--- src/rtl/alu_slice_sequencer.sv ---
// ============================================================================
// alu_slice_sequencer: runs a 16-bit AND/OR/XOR/NOR/ADD as four 4-bit slices
// through an external 4-bit ALU, rippling carry between slices for ADD.
// Revision: 1.0
// ============================================================================
`default_nettype none

module alu_slice_sequencer (
  input  logic        clk,
  input  logic        reset,
  input  logic        req_valid,
  output logic        req_ready,
  input  logic [15:0] req_a,
  input  logic [15:0] req_b,
  input  logic [2:0]  req_op,
  output logic        rsp_valid,
  input  logic        rsp_ready,
  output logic [15:0] rsp_result,
  output logic        rsp_carry,
  output logic [3:0]  alu_a,
  output logic [3:0]  alu_b,
  output logic [2:0]  alu_op,
  output logic        alu_cin,
  input  logic [3:0]  alu_result,
  input  logic        alu_cout,
  output logic        busy
);

  typedef enum logic [1:0] {
    IDLE = 2'd0,
    RUN  = 2'd1,
    DONE = 2'd2
  } state_t;

  state_t      state;
  state_t      state_nxt;
  logic [1:0]  idx;
  logic [15:0] a_q;
  logic [15:0] b_q;
  logic [2:0]  op_q;
  logic        carry_q;
  logic [15:0] acc;
  logic [3:0]  base;
  logic        is_add;
  logic        accept;

  assign base   = {idx, 2'b00};
  assign is_add = op_q[2];
  assign accept = req_valid && req_ready;

  always_comb begin
    state_nxt = state;
    case (state)
      IDLE:    if (accept)      state_nxt = RUN;
      RUN:     if (idx == 2'd3) state_nxt = DONE;
      DONE:    if (rsp_ready)   state_nxt = IDLE;
      default:                  state_nxt = IDLE;
    endcase
  end

  // ALU drive is forced quiet outside RUN so the external ALU sees no stale slices.
  always_comb begin
    req_ready = 1'b0;
    rsp_valid = 1'b0;
    busy      = 1'b1;
    alu_a     = 4'd0;
    alu_b     = 4'd0;
    alu_op    = 3'd0;
    alu_cin   = 1'b0;
    case (state)
      IDLE: begin
        req_ready = !reset;
        busy      = 1'b0;
      end
      RUN: begin
        alu_a   = a_q[base +: 4];
        alu_b   = b_q[base +: 4];
        alu_op  = op_q;
        alu_cin = is_add & carry_q;
      end
      DONE: begin
        rsp_valid = 1'b1;
      end
      default: begin
        busy = 1'b1;
      end
    endcase
  end

  always_ff @(posedge clk) begin
    if (reset) begin
      state      <= IDLE;
      idx        <= 2'd0;
      a_q        <= 16'd0;
      b_q        <= 16'd0;
      op_q       <= 3'd0;
      carry_q    <= 1'b0;
      acc        <= 16'd0;
      rsp_result <= 16'd0;
      rsp_carry  <= 1'b0;
    end else begin
      state <= state_nxt;
      case (state)
        IDLE: begin
          if (accept) begin
            a_q     <= req_a;
            b_q     <= req_b;
            op_q    <= req_op;
            idx     <= 2'd0;
            carry_q <= 1'b0;
          end
        end
        RUN: begin
          acc[base +: 4] <= alu_result;
          if (is_add) begin
            carry_q <= alu_cout;
          end
          idx <= idx + 2'd1;
          // Response registers update only on the final slice so they hold outside DONE.
          if (idx == 2'd3) begin
            rsp_result <= {alu_result, acc[11:0]};
            rsp_carry  <= is_add & alu_cout;
          end
        end
        default: begin
        end
      endcase
    end
  end

endmodule

`default_nettype wire

--- config.mk ---
export PLATFORM = sky130hd
export DESIGN_NAME = alu_slice_sequencer
export DESIGN_NICKNAME = d
export VERILOG_FILES = /design/src/rtl/alu_slice_sequencer.sv
export SDC_FILE = /design/constraint.sdc
export NUM_CORES = 1
export LEC_CHECK = 0
export CAP_MARGIN = 20
export CORE_ASPECT_RATIO = 1.2
export CORE_MARGIN = 2
export CORE_UTILIZATION = 40
export DETAILED_ROUTE_END_ITERATION = 8
export PLACE_DENSITY = 0.76
export SLEW_MARGIN = 25
export SYNTH_ARGS = -nofsm -noshare
export SYNTH_HDL_FRONTEND = slang
export SYNTH_SLANG_ARGS = --single-unit
export TNS_END_PERCENT = 30
--- constraint.sdc ---
create_clock -name clk -period 2.29 [get_ports clk]
set_input_delay 0.687 -clock clk [delete_from_list [all_inputs] [get_ports clk]]
set_output_delay 0.687 -clock clk [all_outputs]
set_load 0.005 [all_outputs]
# --- Word-level counts from Yosys, hierarchy flattened ---
# Index checks and enable logic that the tools add are counted.
totals:
  inputBits: 44
  elab_cells: 50
  output_inout_bits: 32
  ff_bits: 73
classes:
  add_sub_neg: 2
  n_mux: 17
  reduce_logical: 9
  bitwise: 2
  eq_ne: 7
  shift: 4
ops:
  columns: ["op", "count"]
  rows:
  - ["16-bit by 5-bit variable part select with 4-bit output", 2]
  - ["16-bit bitwise mux", 1]
  - ["4-bit by 6-bit variable shift with 16-bit output, first input constant", 1]
  - ["4-bit by 6-bit variable part select with 16-bit output", 1]
  - ["2-bit 2-to-1 mux", 4]
  - ["4-bit 2-to-1 mux", 2]
  - ["2-bit != test, second input constant", 4]
  - ["1-bit 2-to-1 mux", 6]
  - ["4-bit negation with 6-bit output", 1]
  - ["2-bit case mux with 3 select lines", 1]
  - ["2-bit AND reduction", 3]
  - ["3-bit AND reduction", 2]
  - ["2-bit == test, second input constant", 2]
  - ["2-bit case mux with 2 select lines", 1]
  - ["3-bit 2-to-1 mux", 1]
  - ["2-bit by 1-bit adder with 2-bit output, second input constant", 1]
  - ["1-bit AND", 2]
  - ["2-bit by 1-bit == test with 1-bit output, second input constant", 1]
  - ["2-bit zero test", 1]
  - ["1-bit case mux with 2 select lines", 1]
  - ["2-bit nonzero test", 1]
  - ["1-bit logical AND", 1]
  - ["1-bit zero test", 1]

# --- Depth between registers and ports, before layout ---
depth:
  ltp_word: 5
  mapped_depth: 6
  ltp_nobuf: 5

# --- Worst setup path after synthesis ---
# OpenSTA, ideal clock, no wires.
synth_path:
  kind: "input -> output"
  from: "in reset"
  to: "out req_ready"
  path_buffers: 3
  path_slack_ns: 0.188
  required_ns: 1.603
  stages: 4
  arrival_time_ns: 1.415
  path_cell_list: "buf_2 buf_2 buf_1 nor2_1"
synth_between:
  elab_chain_len: 2
synth_lines:
  columns: ["item", "line_no", "text"]
  rows:
  - ["start, declared", "10", "input logic reset,"]
  - ["1-bit zero test", "72", "req_ready = !reset;"]
  - ["1-bit 2-to-1 mux", "70", "case (state)"]
  - ["end, declared", "12", "output logic req_ready,"]
# No other way between the ends.

# --- Worst setup path after layout ---
layout_path:
  from: "reg idx[0]"
  to: "out alu_a[1]"
layout_between:
  elab_chain_len: 2
layout_lines:
  columns: ["item", "line_no", "text"]
  rows:
  - ["start, declared", "37", "logic [1:0] idx;"]
  - ["start signal, assigned", "118", "idx <= idx + 2'd1;"]
  - ["16-bit by 5-bit variable part select with 4-bit output", "76", "alu_a = a_q[base +: 4];"]
  - ["4-bit 2-to-1 mux", "70", null]
  - ["end, declared", "20", "output logic [3:0] alu_a,"]
# No other way between the ends.

==> run_results.csv <==
group,metric,value,unit
run_status,outcome,"finished with violations",
run_status,failing_checks,"negative setup slack",
global_route,grt_antenna_before_repair,0,
floorplan,die_width,82.9,um
synth,synthDominantAreaCellType,"dfxtp_1",
timing,setup_tns,-0.139,ns
placed_design,dp.final_hpwl,4700,um
clocking,number_of_buffers_inserted_during_clock_tree_synthesis,9,
global_route,first_pass_grt_wire_length,11800,um
power,leakagePower,0.00151,uW
worst_setup_path,critical_path.max_fanout,5,
worst_setup_path,crit_required,1.60,ns
clocking,hold_buffers,0,
synth,synth.top_cells.by_area,"dfxtp_1, nand2_1, nand2b_1, mux4_2, a21oi_1",
final_layout,ff_latch_area,0.00139,mm2
timing,hold_violations,0,
worst_setup_path,timing.setup.critical_path_class,"reg2out",
min_path,hold_class,"reg2reg",
timing,final.setup_skew,0.00896,ns
worst_setup_path,setup.worst_path.end_class,"output port",
synth,post-synth-top-area-fraction,46.2,%
synth,synth_cell_types,33,
timing,timing_worst_slew_pin_value,0.593,ns
timing,report.final.setup_viol,6,
placed_design,place_ws,-0.0147,ns
worst_setup_path,slowest_cell_on_the_critical_path,"mux4_2",
clocking,clock_tree.root_cell,"clkbuf_8",
global_route,largest_net_degree_at_the_start_of_global_routing,70,
timing,fin_crit,2.32,ns
placed_design,post_dp_cell_area,0.00383,mm2
power,vdd_ir_drop_max,0.494,mV
timing,rsz0062_at_grt,"yes",
floorplan,start_util,41.3,%
final_layout,insertedDiodeCount,0,
placed_design,placed_insts,487,
final_layout,n_fill_cell,681,
synth,dominant_cell_by_count_in_the_synthesized_netlist,"nand2_1",
clocking,cts.reportedPaths.clkPinSlew,0.08,ns
floorplan,core-area,0.00723,mm2
flow_run,max_cap_viol_count,0,
floorplan,io_pins,76,
drt,ant_nets,0,
power,power_density,682,mW/mm2
clocking,cts_max_level,3,
timing,fmaxAchievable,431,MHz
synth,mappedNetlistArea,0.00299,mm2
worst_setup_path,critical_path.max_stage_delay,0.49,ns
drt,route.vias.total,2505,
timing,slew_headroom,60.5,%
floorplan,die_height,98.7,um
synth,postSynthNetCount,384,
drt,drcViolationCount,0,
drt,postRouteWirelength,6910,um
timing,post-route-worst-setup-slack,-0.0326,ns
clocking,cts_sinks,69,
final_layout,post_route_cells_drive_above_1_share,15.9,%
synth,syn-instance-count,335,
placed_design,gp_congestion,0.774,
timing,final_max_slew_viol_count,0,
synth,yosysSeqAreaShare,46.2,%
timing,final.period_utilization,101,%
clocking,clk_latency,0.34,ns
final_layout,fin_cells,506,
placed_design,placement.io_buffers,75,
final_layout,final_net_count,460,
drt,average_detailed_routed_wire_length_per_instance,13.7,um
synth,ys_ff_latch,69,
worst_setup_path,cp_arrival,1.64,ns
power,post-layout-total-power,2820,uW
synth,synth_flop_cell,"dfxtp_1",
drt,detail_route.first_pass.iterations,4,
final_layout,summed_area_of_non_filler_cells_in_the_final_layout,0.00413,mm2
drt,vias_per_cell,4.95,
floorplan,dieArea,0.00819,mm2
worst_setup_path,critical_path.top_delay_family,"multiplexers",
final_layout,area_growth_syn_to_layout,38.2,%
synth,post_synth_most_frequent_cells,"nand2_1, dfxtp_1, nand2b_1",
worst_setup_path,cells_traversed_along_the_worst_timing_path,"buf_12 -> mux4_2 -> and2_4 -> clkbuf_2",
synth,synth-edff-count,0,
drt,drt_first_iter_violations,105,
global_route,globalRoute.totalOverflow,0,
clocking,tritoncts,"built",
final_layout,multi_input_comb_area,0.00148,mm2
global_route,grt_pass1_vias,2544,
clocking,cts_buffer_depth,2,
worst_setup_path,startpoint_type,"register",
synth,ys_warn_count,0,
synth,syn_area_per_cell,8.93,um2
synth,async_reset_ff_share,0,%
worst_setup_path,worstPathBufferInverterCount,2,
global_route,global_route.usage.total,18.0,%
floorplan,row_count,34,
==> power breakdown <==
part / internal [uW] / leakage, uW / switching (uW)
registers: 1250 / 0.000564 / 30.1
clock network: 751 / 0.000119 / 457
logic: 192 / 0.000826 / 139
total: 2190 / 0.00151 / 627
==> timing repair <==
item | CTS | global route
pin swaps | 7 | 1
endpoints found under the setup margin | 15 | 11
endpoints found under the hold margin | 0 | 0
cloned | 1 | 0
gates resized for setup | 39 | 10
buffers inserted | 1 | 1
==> per-layer routing <==
| metal | global-route usage, % | part of all wire (%) |
|---|---|---|
| met3 | 5.19 | 6.2 |
| met1 | 20.8 | 43 |
| met4 | 9.08 | 2.2 |
| met5 | 0 | 0 |
| met2 | 30.3 | 49 |
==> final cells by class <==
class | instances | area share, %
inverter | 4 | 0.363
clock inverter | 6 | 2.66
clock buffer | 10 | 3.33
sequential | 69 | 33.6
tap | 90 | 2.72
timing repair buffer | 90 | 21.5
multi-input combinational | 237 | 35.8
==> registers in the layout (all words and copies together) (netlist names) <==
signal,count
a_q,16
acc,12
b_q,16
carry_q,1
idx,2
op_q,3
rsp_carry,1
rsp_result,16
state,2
==> cells by family after synthesis <==
group / synth area share (%)
compound gates: 12.9
fa+ha+maj: 2.09
buf+inv: 5.40
flops: 46.2
mux: 6.36
simple gates: 27.0
==> worst paths after layout <==
path	from	to	slack (ns)	cells after the start
min reg2reg	acc[4]$_SDFFE_PP0P_	rsp_result[4]$_SDFFE_PP0P_	0.45	2
max reg2reg	idx[0]$_SDFFE_PP0P_	acc[8]$_SDFFE_PP0P_	0.38	8
min	acc[4]$_SDFFE_PP0P_	rsp_result[4]$_SDFFE_PP0P_	0.45	2
max	idx[0]$_SDFFE_PP0P_	alu_a[1]	-0.03	4
==> worst min-delay path, cell delays in order, from the launching register on <==
cell and delay (ns):
dfxtp_1 0.31, nand2_1 0.05, a21oi_1 0.05
==> metrics by stage <==
stage	util (%)	hold slack [ns]
after CTS	57.2	0.456
final	57.2	0.452
after global placement	53.0	0.441
after global routing	57.2	0.474
after detailed placement	53.0	0.445
after floorplan	-	0.431
==> layout by cell type (no fill, tap or decap), types with 5 or more instances in the layout <==
| cell | count |
|---|---|
| clkdlybuf4s50_1 | 61 |
| buf_4 | 8 |
| nand2b_1 | 35 |
| ha_1 | 5 |
| nor2_1 | 10 |
| a21oi_1 | 25 |
| and2_1 | 6 |
| nand2_1 | 75 |
| a32oi_1 | 8 |
| clkbuf_2 | 5 |
| dfxtp_1 | 66 |
| o21ai_1 | 10 |
| mux4_2 | 8 |
| clkbuf_8 | 10 |
| o21ai_0 | 24 |
Note: power is estimated with default switching activity, not from simulation.
